## config.mk

```make
export PLATFORM = sky130hd
export DESIGN_NAME = vec_mem_seq
export DESIGN_NICKNAME = d
export VERILOG_FILES = /design/src/rtl/vec_mem_seq.sv
export SDC_FILE = /design/constraint.sdc
export NUM_CORES = 2
export LEC_CHECK = 0
export ABC_AREA = 1
export CAP_MARGIN = 0
export CORE_ASPECT_RATIO = 1.4
export CORE_UTILIZATION = 45
export DETAILED_ROUTE_END_ITERATION = 6
export PLACE_DENSITY = 0.81
export SYNTH_ARGS = -nofsm -noshare
export SYNTH_HDL_FRONTEND = slang
export SYNTH_SLANG_ARGS = --single-unit
```

## constraint.sdc

```tcl
create_clock -name Clk1 -period 3.3 [get_ports Clk1]
set_clock_uncertainty 0.15 [all_clocks]
set_input_delay 0.99 -clock Clk1 [delete_from_list [all_inputs] [get_ports Clk1]]
set_output_delay 0.99 -clock Clk1 [all_outputs]
set_load 0.005 [all_outputs]
```

## src/rtl/vec_mem_seq.sv

```systemverilog
// vec_mem_seq: VLD/VST sequencer, one 16-bit element per bus transfer.
// Optional abort input when VSEQ_ABORT_EN is defined.
module vec_mem_seq #(
   parameter int LANES = 16,
   parameter int DW    = 16,
   parameter int AW    = 16
) (
   input  logic                Clk1,
   input  logic                Reset,
   input  logic                start,
   input  logic                is_store,
   input  logic [AW-1:0]       base_addr,
   input  logic [AW-1:0]       stride,
   input  logic [LANES*DW-1:0] vreg_in,
   input  logic                mem_ready,
   input  logic [DW-1:0]       DataIn,
`ifdef VSEQ_ABORT_EN
   input  logic                abort,
`endif
   output logic [AW-1:0]       Addr,
   output logic                RD,
   output logic                WR,
   output logic [DW-1:0]       dataOut,
   output logic                busy,
   output logic                done,
   output logic [LANES*DW-1:0] vreg_out
);

   localparam int IW = (LANES > 1) ? $clog2(LANES) : 1;

   typedef enum logic [1:0] {
      IDLE,
      RUN,
      DONE
   } state_t;

   state_t              st_q;
   logic [IW-1:0]       idx_q;
   logic                store_q;
   logic [AW-1:0]       addr_q;
   logic [AW-1:0]       stride_q;
   logic [LANES*DW-1:0] data_q;
   logic [LANES*DW-1:0] stage_q;
   logic [LANES*DW-1:0] stage_mrg;
   logic                last;
   logic                abort_w;

`ifdef VSEQ_ABORT_EN
   assign abort_w = abort;
`else
   assign abort_w = 1'b0;
`endif

   assign last = (idx_q == IW'(LANES - 1));

   // staging with the element arriving this cycle merged in
   always_comb begin
      stage_mrg = stage_q;
      stage_mrg[idx_q*DW +: DW] = DataIn;
   end

   // sequencer state, operand latches and load result
   always_ff @(posedge Clk1 or negedge Reset) begin
      if (!Reset) begin
         st_q     <= IDLE;
         idx_q    <= '0;
         store_q  <= 1'b0;
         addr_q   <= '0;
         stride_q <= '0;
         data_q   <= '0;
         stage_q  <= '0;
         vreg_out <= '0;
      end else begin
         unique case (st_q)
            IDLE: begin
               if (start) begin
                  st_q     <= RUN;
                  store_q  <= is_store;
                  addr_q   <= base_addr;
                  stride_q <= stride;
                  data_q   <= vreg_in;
                  idx_q    <= '0;
                  stage_q  <= '0;
               end
            end
            RUN: begin
               if (abort_w) begin
                  st_q <= IDLE;
               end else if (mem_ready) begin
                  if (!store_q)
                     stage_q[idx_q*DW +: DW] <= DataIn;
                  addr_q <= addr_q + stride_q;
                  idx_q  <= idx_q + 1'b1;
                  if (last) begin
                     st_q <= DONE;
                     if (!store_q)
                        vreg_out <= stage_mrg;
                  end
               end
            end
            DONE: st_q <= IDLE;
            default: st_q <= IDLE;
         endcase
      end
   end

   // bus outputs are only driven while a transfer is running
   always_comb begin
      Addr    = '0;
      RD      = 1'b0;
      WR      = 1'b0;
      dataOut = '0;
      busy    = (st_q != IDLE);
      done    = (st_q == DONE);
      if (st_q == RUN) begin
         Addr = addr_q;
         RD   = !store_q;
         WR   = store_q;
         if (store_q)
            dataOut = data_q[idx_q*DW +: DW];
      end
   end

endmodule
```

==> report_table.html <==
<table>
<tr><th>Metric</th><th>Value</th></tr>
<tr><th colspan="2">Synth</th></tr>
<tr><td>Synth Area per Inst</td><td>a little under 8 um2</td></tr>
<tr><td>Most common flop cell mapped by yosys</td><td>sky130_fd_sc_hd__dfrtp_1</td></tr>
<tr><td>Count of mapped cells out of synthesis</td><td>approximately 4700</td></tr>
<tr><td>Flip-flop and latch count after synthesis</td><td>roughly 810</td></tr>
<tr><td>Syn. warnings</td><td>0</td></tr>
<tr><td>Cell variety after synth</td><td>32</td></tr>
<tr><td>Library cell occupying the most area in the post-synthesis netlist</td><td>sky130_fd_sc_hd__dfrtp_1</td></tr>
<tr><td>Fraction of registers with async set or reset after synthesis</td><td>1.00</td></tr>
<tr><td>Sequential-to-total area share from yosys stat</td><td>0.544</td></tr>
<tr><td>Top-area cell type share of the netlist area</td><td>0.544</td></tr>
<tr><td>Area of the mapped netlist</td><td>~0.037 mm2</td></tr>
<tr><td>Nets in the synthesized netlist</td><td>around 5100</td></tr>
<tr><td>Ranking of synthesized cells by area</td><td>sky130_fd_sc_hd__dfrtp_1, sky130_fd_sc_hd__nand2_1, sky130_fd_sc_hd__o21ai_0</td></tr>
<tr><td>Number of flops mapped to enable cells by yosys</td><td>0</td></tr>
<tr><th colspan="2">Worst setup path</th></tr>
<tr><td>Critical Path Fanout Max</td><td>15</td></tr>
<tr><td>Critical Path Slowest Stage Cell</td><td>sky130_fd_sc_hd__dfrtp_4</td></tr>
<tr><td>Worst path arrival time</td><td>approximately 2600 ps</td></tr>
<tr><td>Critical-path cell list</td><td>buf_12, buf_4, buf_16, nor2_1, nor2_1, o21ai_0, o211ai_1, nand3_2, a21oi_2, buf_4, buf_2</td></tr>
<tr><td>Flop2flop setup slack</td><td>approximately 90 ps</td></tr>
<tr><td>Classification of the worst setup path</td><td>reg -&gt; out</td></tr>
<tr><td>Data required time of the critical path</td><td>~2200 ps</td></tr>
<tr><td>Setup crit end kind</td><td>output port</td></tr>
<tr><td>WP buf/inv</td><td>5</td></tr>
<tr><td>Crit-path leading delay family</td><td>buffers and inverters</td></tr>
<tr><td>Stages on the worst setup path</td><td>11</td></tr>
<tr><td>Worst reg-to-reg path cell count</td><td>13</td></tr>
<tr><td>Worst Setup Start Kind</td><td>flop</td></tr>
<tr><td>Stage delay of the slowest cell on the critical path</td><td>560 ps</td></tr>
<tr><th colspan="2">Floorplanning</th></tr>
<tr><td>Die ar.</td><td>0.0837 mm2</td></tr>
<tr><td>Number of top-level design ports</td><td>601</td></tr>
<tr><td>Die outline width</td><td>about 240 um</td></tr>
<tr><td># rows</td><td>~120</td></tr>
<tr><td>Height of the die</td><td>342 um</td></tr>
<tr><td>Starting utilization of the core area</td><td>0.455</td></tr>
<tr><td>Area of the core region</td><td>roughly 0.08 mm2</td></tr>
<tr><th colspan="2">Finish</th></tr>
<tr><td>Core Util, Final</td><td>0.604</td></tr>
<tr><td>Area overhead of the layout relative to synthesis</td><td>32.7%</td></tr>
<tr><td>Fin cells</td><td>6465</td></tr>
<tr><td>Net count of the finished layout</td><td>5658</td></tr>
<tr><td>Layout cell share with drive strength beyond 1</td><td>0.0916</td></tr>
<tr><th colspan="2">Global route</th></tr>
<tr><td>Antenna violations before repair</td><td>6</td></tr>
<tr><td>First-pass GRT wire length</td><td>between 200000 and 250000 um</td></tr>
<tr><td>Pin count of the biggest net entering global routing</td><td>between 100 and 150</td></tr>
<tr><td>Total track usage</td><td>0.319</td></tr>
<tr><td>Residual overflow from global routing</td><td>0</td></tr>
<tr><td>Via count of the first global-routing pass</td><td>~35000</td></tr>
<tr><th colspan="2">Outcome</th></tr>
<tr><td>Run status</td><td>finished, violations left</td></tr>
<tr><td>Failing checks</td><td>negative setup slack</td></tr>
<tr><th colspan="2">Detailed routing</th></tr>
<tr><td>Routed wire length</td><td>about 130000 um</td></tr>
<tr><td>DR pass1 iterations</td><td>6</td></tr>
<tr><td>Total via count after detailed routing</td><td>~36000</td></tr>
<tr><td>Drc violations</td><td>0</td></tr>
<tr><td>Iteration-0 DRC Markers</td><td>approximately 4100</td></tr>
<tr><td>Vias per inst</td><td>5.59</td></tr>
<tr><td>Routed WL per cell</td><td>20.9 um</td></tr>
<tr><td>Final antenna-violating net count</td><td>0</td></tr>
<tr><th colspan="2">Clocking</th></tr>
<tr><td>Clock root buffer master</td><td>sky130_fd_sc_hd__clkbuf_16</td></tr>
<tr><td>Worst-Skew Late Latency</td><td>approximately 640 ps</td></tr>
<tr><td>TritonCTS clock tree</td><td>done</td></tr>
<tr><td>Maximum number of buffers from clock root to sink</td><td>3</td></tr>
<tr><td>Number of clock buffers inserted by TritonCTS</td><td>approximately 80</td></tr>
<tr><td>Clk sinks</td><td>a little over 800</td></tr>
<tr><td>Clock transition at the registers of the reported paths</td><td>approximately 60 ps</td></tr>
<tr><td>H-tree depth</td><td>3</td></tr>
<tr><th colspan="2">Power</th></tr>
<tr><td>Maximum resistive drop on vdd</td><td>0.598 mV</td></tr>
<tr><td>Total Power Consumption</td><td>47.1 mW</td></tr>
<tr><td>Power density cells</td><td>955 mW/mm2</td></tr>
<tr><td>Static Leakage</td><td>roughly 24 nW</td></tr>
<tr><th colspan="2">Flow run</th></tr>
<tr><td>Max Cap Viol</td><td>0</td></tr>
<tr><th colspan="2">Timing</th></tr>
<tr><td>Unrepaired setup endpoints after global routing</td><td>true</td></tr>
<tr><td>Ratio of final minimum period to clock period</td><td>1.15</td></tr>
<tr><td>Minimum hold slack</td><td>about 140 ps</td></tr>
<tr><td>Total negative slack for setup checks</td><td>-5750 ps</td></tr>
<tr><td>Highest Clock Rate</td><td>265 MHz</td></tr>
<tr><td>Worst setup slack after layout</td><td>-479 ps</td></tr>
<tr><td>Final Slew Violations</td><td>0</td></tr>
<tr><td>Final Setup Violations</td><td>16</td></tr>
<tr><td>Transition at the pin with the smallest max-transition slack</td><td>between 600 and 700 ps</td></tr>
<tr><td>Worst rel slew slack</td><td>0.560</td></tr>
<tr><td>Number of hold violations in the final report</td><td>0</td></tr>
<tr><td>Final worst path period need</td><td>about 3800 ps</td></tr>
<tr><th colspan="2">Placement</th></tr>
<tr><td>Number of I/O port buffers</td><td>600</td></tr>
<tr><td>Final HPWL from detailed placement</td><td>between 90000 and 100000 um</td></tr>
<tr><td>Number of cells after detailed placement</td><td>about 6300</td></tr>
<tr><td>Global placement routability congestion</td><td>just under 1</td></tr>
<tr><th colspan="2">Worst hold path</th></tr>
<tr><td>Hold crit path type</td><td>in -&gt; async</td></tr>
</table>
worst register-to-register path, delay by kind of cell (launching register included):
family / cells / cell delay, ps
adder cells (fa/ha/maj): 1 / 270
flip-flops: 1 / 560
buffers and inverters: 6 / 1230
AND/OR/NAND/NOR: 6 / 930
state kept, by name (all words and copies together) (netlist names):
| signal | flops |
|---|---|
| idx_q | 4 |
| data_q | 256 |
| st_q | 2 |
| stride_q | 16 |
| store_q | 1 |
| stage_q | 256 |
| vreg_out | 256 |
| addr_q | 16 |
cells in the mapped netlist, drive strengths merged, types with 16 or more instances:
master / number
dfrtp: 807
o21ai: 599
clkbuf: 193
nand4: 75
o221ai: 16
nand3: 360
nor2: 251
buf: 121
inv: 231
ha: 20
o211ai: 55
a21oi: 27
nand2: 1938
what timing repair did:
action	CTS	global route
pin swaps	74	45
setup endpoints to repair	25	281
hold endpoints to repair	0	0
hold buffers	0	0
gates cloned	19	2
buffers inserted	33	10
resized for setup	218	67
routing by layer:
| metal | wire, um | track usage | share of wire | up-vias |
|---|---|---|---|---|
| met5 | 38 | 0 | 0.00028 | - |
| met4 | 9490 | 0.198 | 0.070 | 6 |
| met3 | 11300 | 0.0477 | 0.084 | 430 |
| met2 | 64700 | 0.525 | 0.48 | 2123 |
| met1 | 49400 | 0.393 | 0.37 | 17100 |
| li1 | - | - | - | 16400 |
cells by family after synthesis:
family / count (synthesis) / share of synthesized area
AO/OA/AOI/OAI: 713 / 0.102
XOR/XNOR: 6 / 0.00142
adder cells (fa/ha/maj): 21 / 0.00728
buffers and inverters: 545 / 0.0600
flip-flops: 807 / 0.544
AND/OR/NAND/NOR: 2639 / 0.285
cells in the final DEF (no fill, tap or decap), drive strengths merged:
cell and instances:
a211oi 1, a21oi 27, a31oi 2, and2 1, buf 243, bufinv 13
clkbuf 112, clkdlybuf4s50 583, clkinv 15, clkinvlp 3, dfrtp 807, diode 3
fa 1, ha 20, inv 235, nand2 1938, nand3 360, nand4 75
nor2 252, nor3 13, o211ai 55, o21ai 599, o221ai 16, o22ai 13
or2 1, xnor2 2, xor2 4
final cells by class:
class | instances | area [um2]
sequential | 807 | 20200
timing repair inverter | 1 | 16.3
fill | 6829 | 32300
multi-input combinational | 3380 | 15100
clock buffer | 110 | 2270
antenna | 3 | 7.51
timing repair buffer | 828 | 8800
tap | 1071 | 1340
clock inverter | 34 | 563
inverter | 231 | 916
metrics by stage:
stage	cell area (um2)	worst slack, ps
after global placement	45100	-398
after detailed placement	45100	-373
after global routing	49300	-513
after CTS	49100	-426
final	49300	-479
after floorplan	37100	455
report_power, final:
part | internal [mW] | leakage (nW) | total (mW) | switching (mW)
clock | 5.88 | 1.40 | 9.95 | 4.07
sequential | 13.1 | 10.7 | 15.5 | 2.38
combinational | 8.24 | 11.7 | 21.7 | 13.4
total | 27.2 | 23.8 | 47.1 | 19.9
path summary, 6_finish.rpt:
path / startpoint / end
min reg2reg: data_q[166] / data_q[166]
max: idx_q[0] / dataOut[10]
min: Reset / addr_q[10]
min in group Clk1: data_q[166] / data_q[166]
max in group asynchronous: Reset / data_q[129]
max reg2reg: idx_q[0] / vreg_out[96]
No activity file was read; power rests on OpenSTA's default activity.
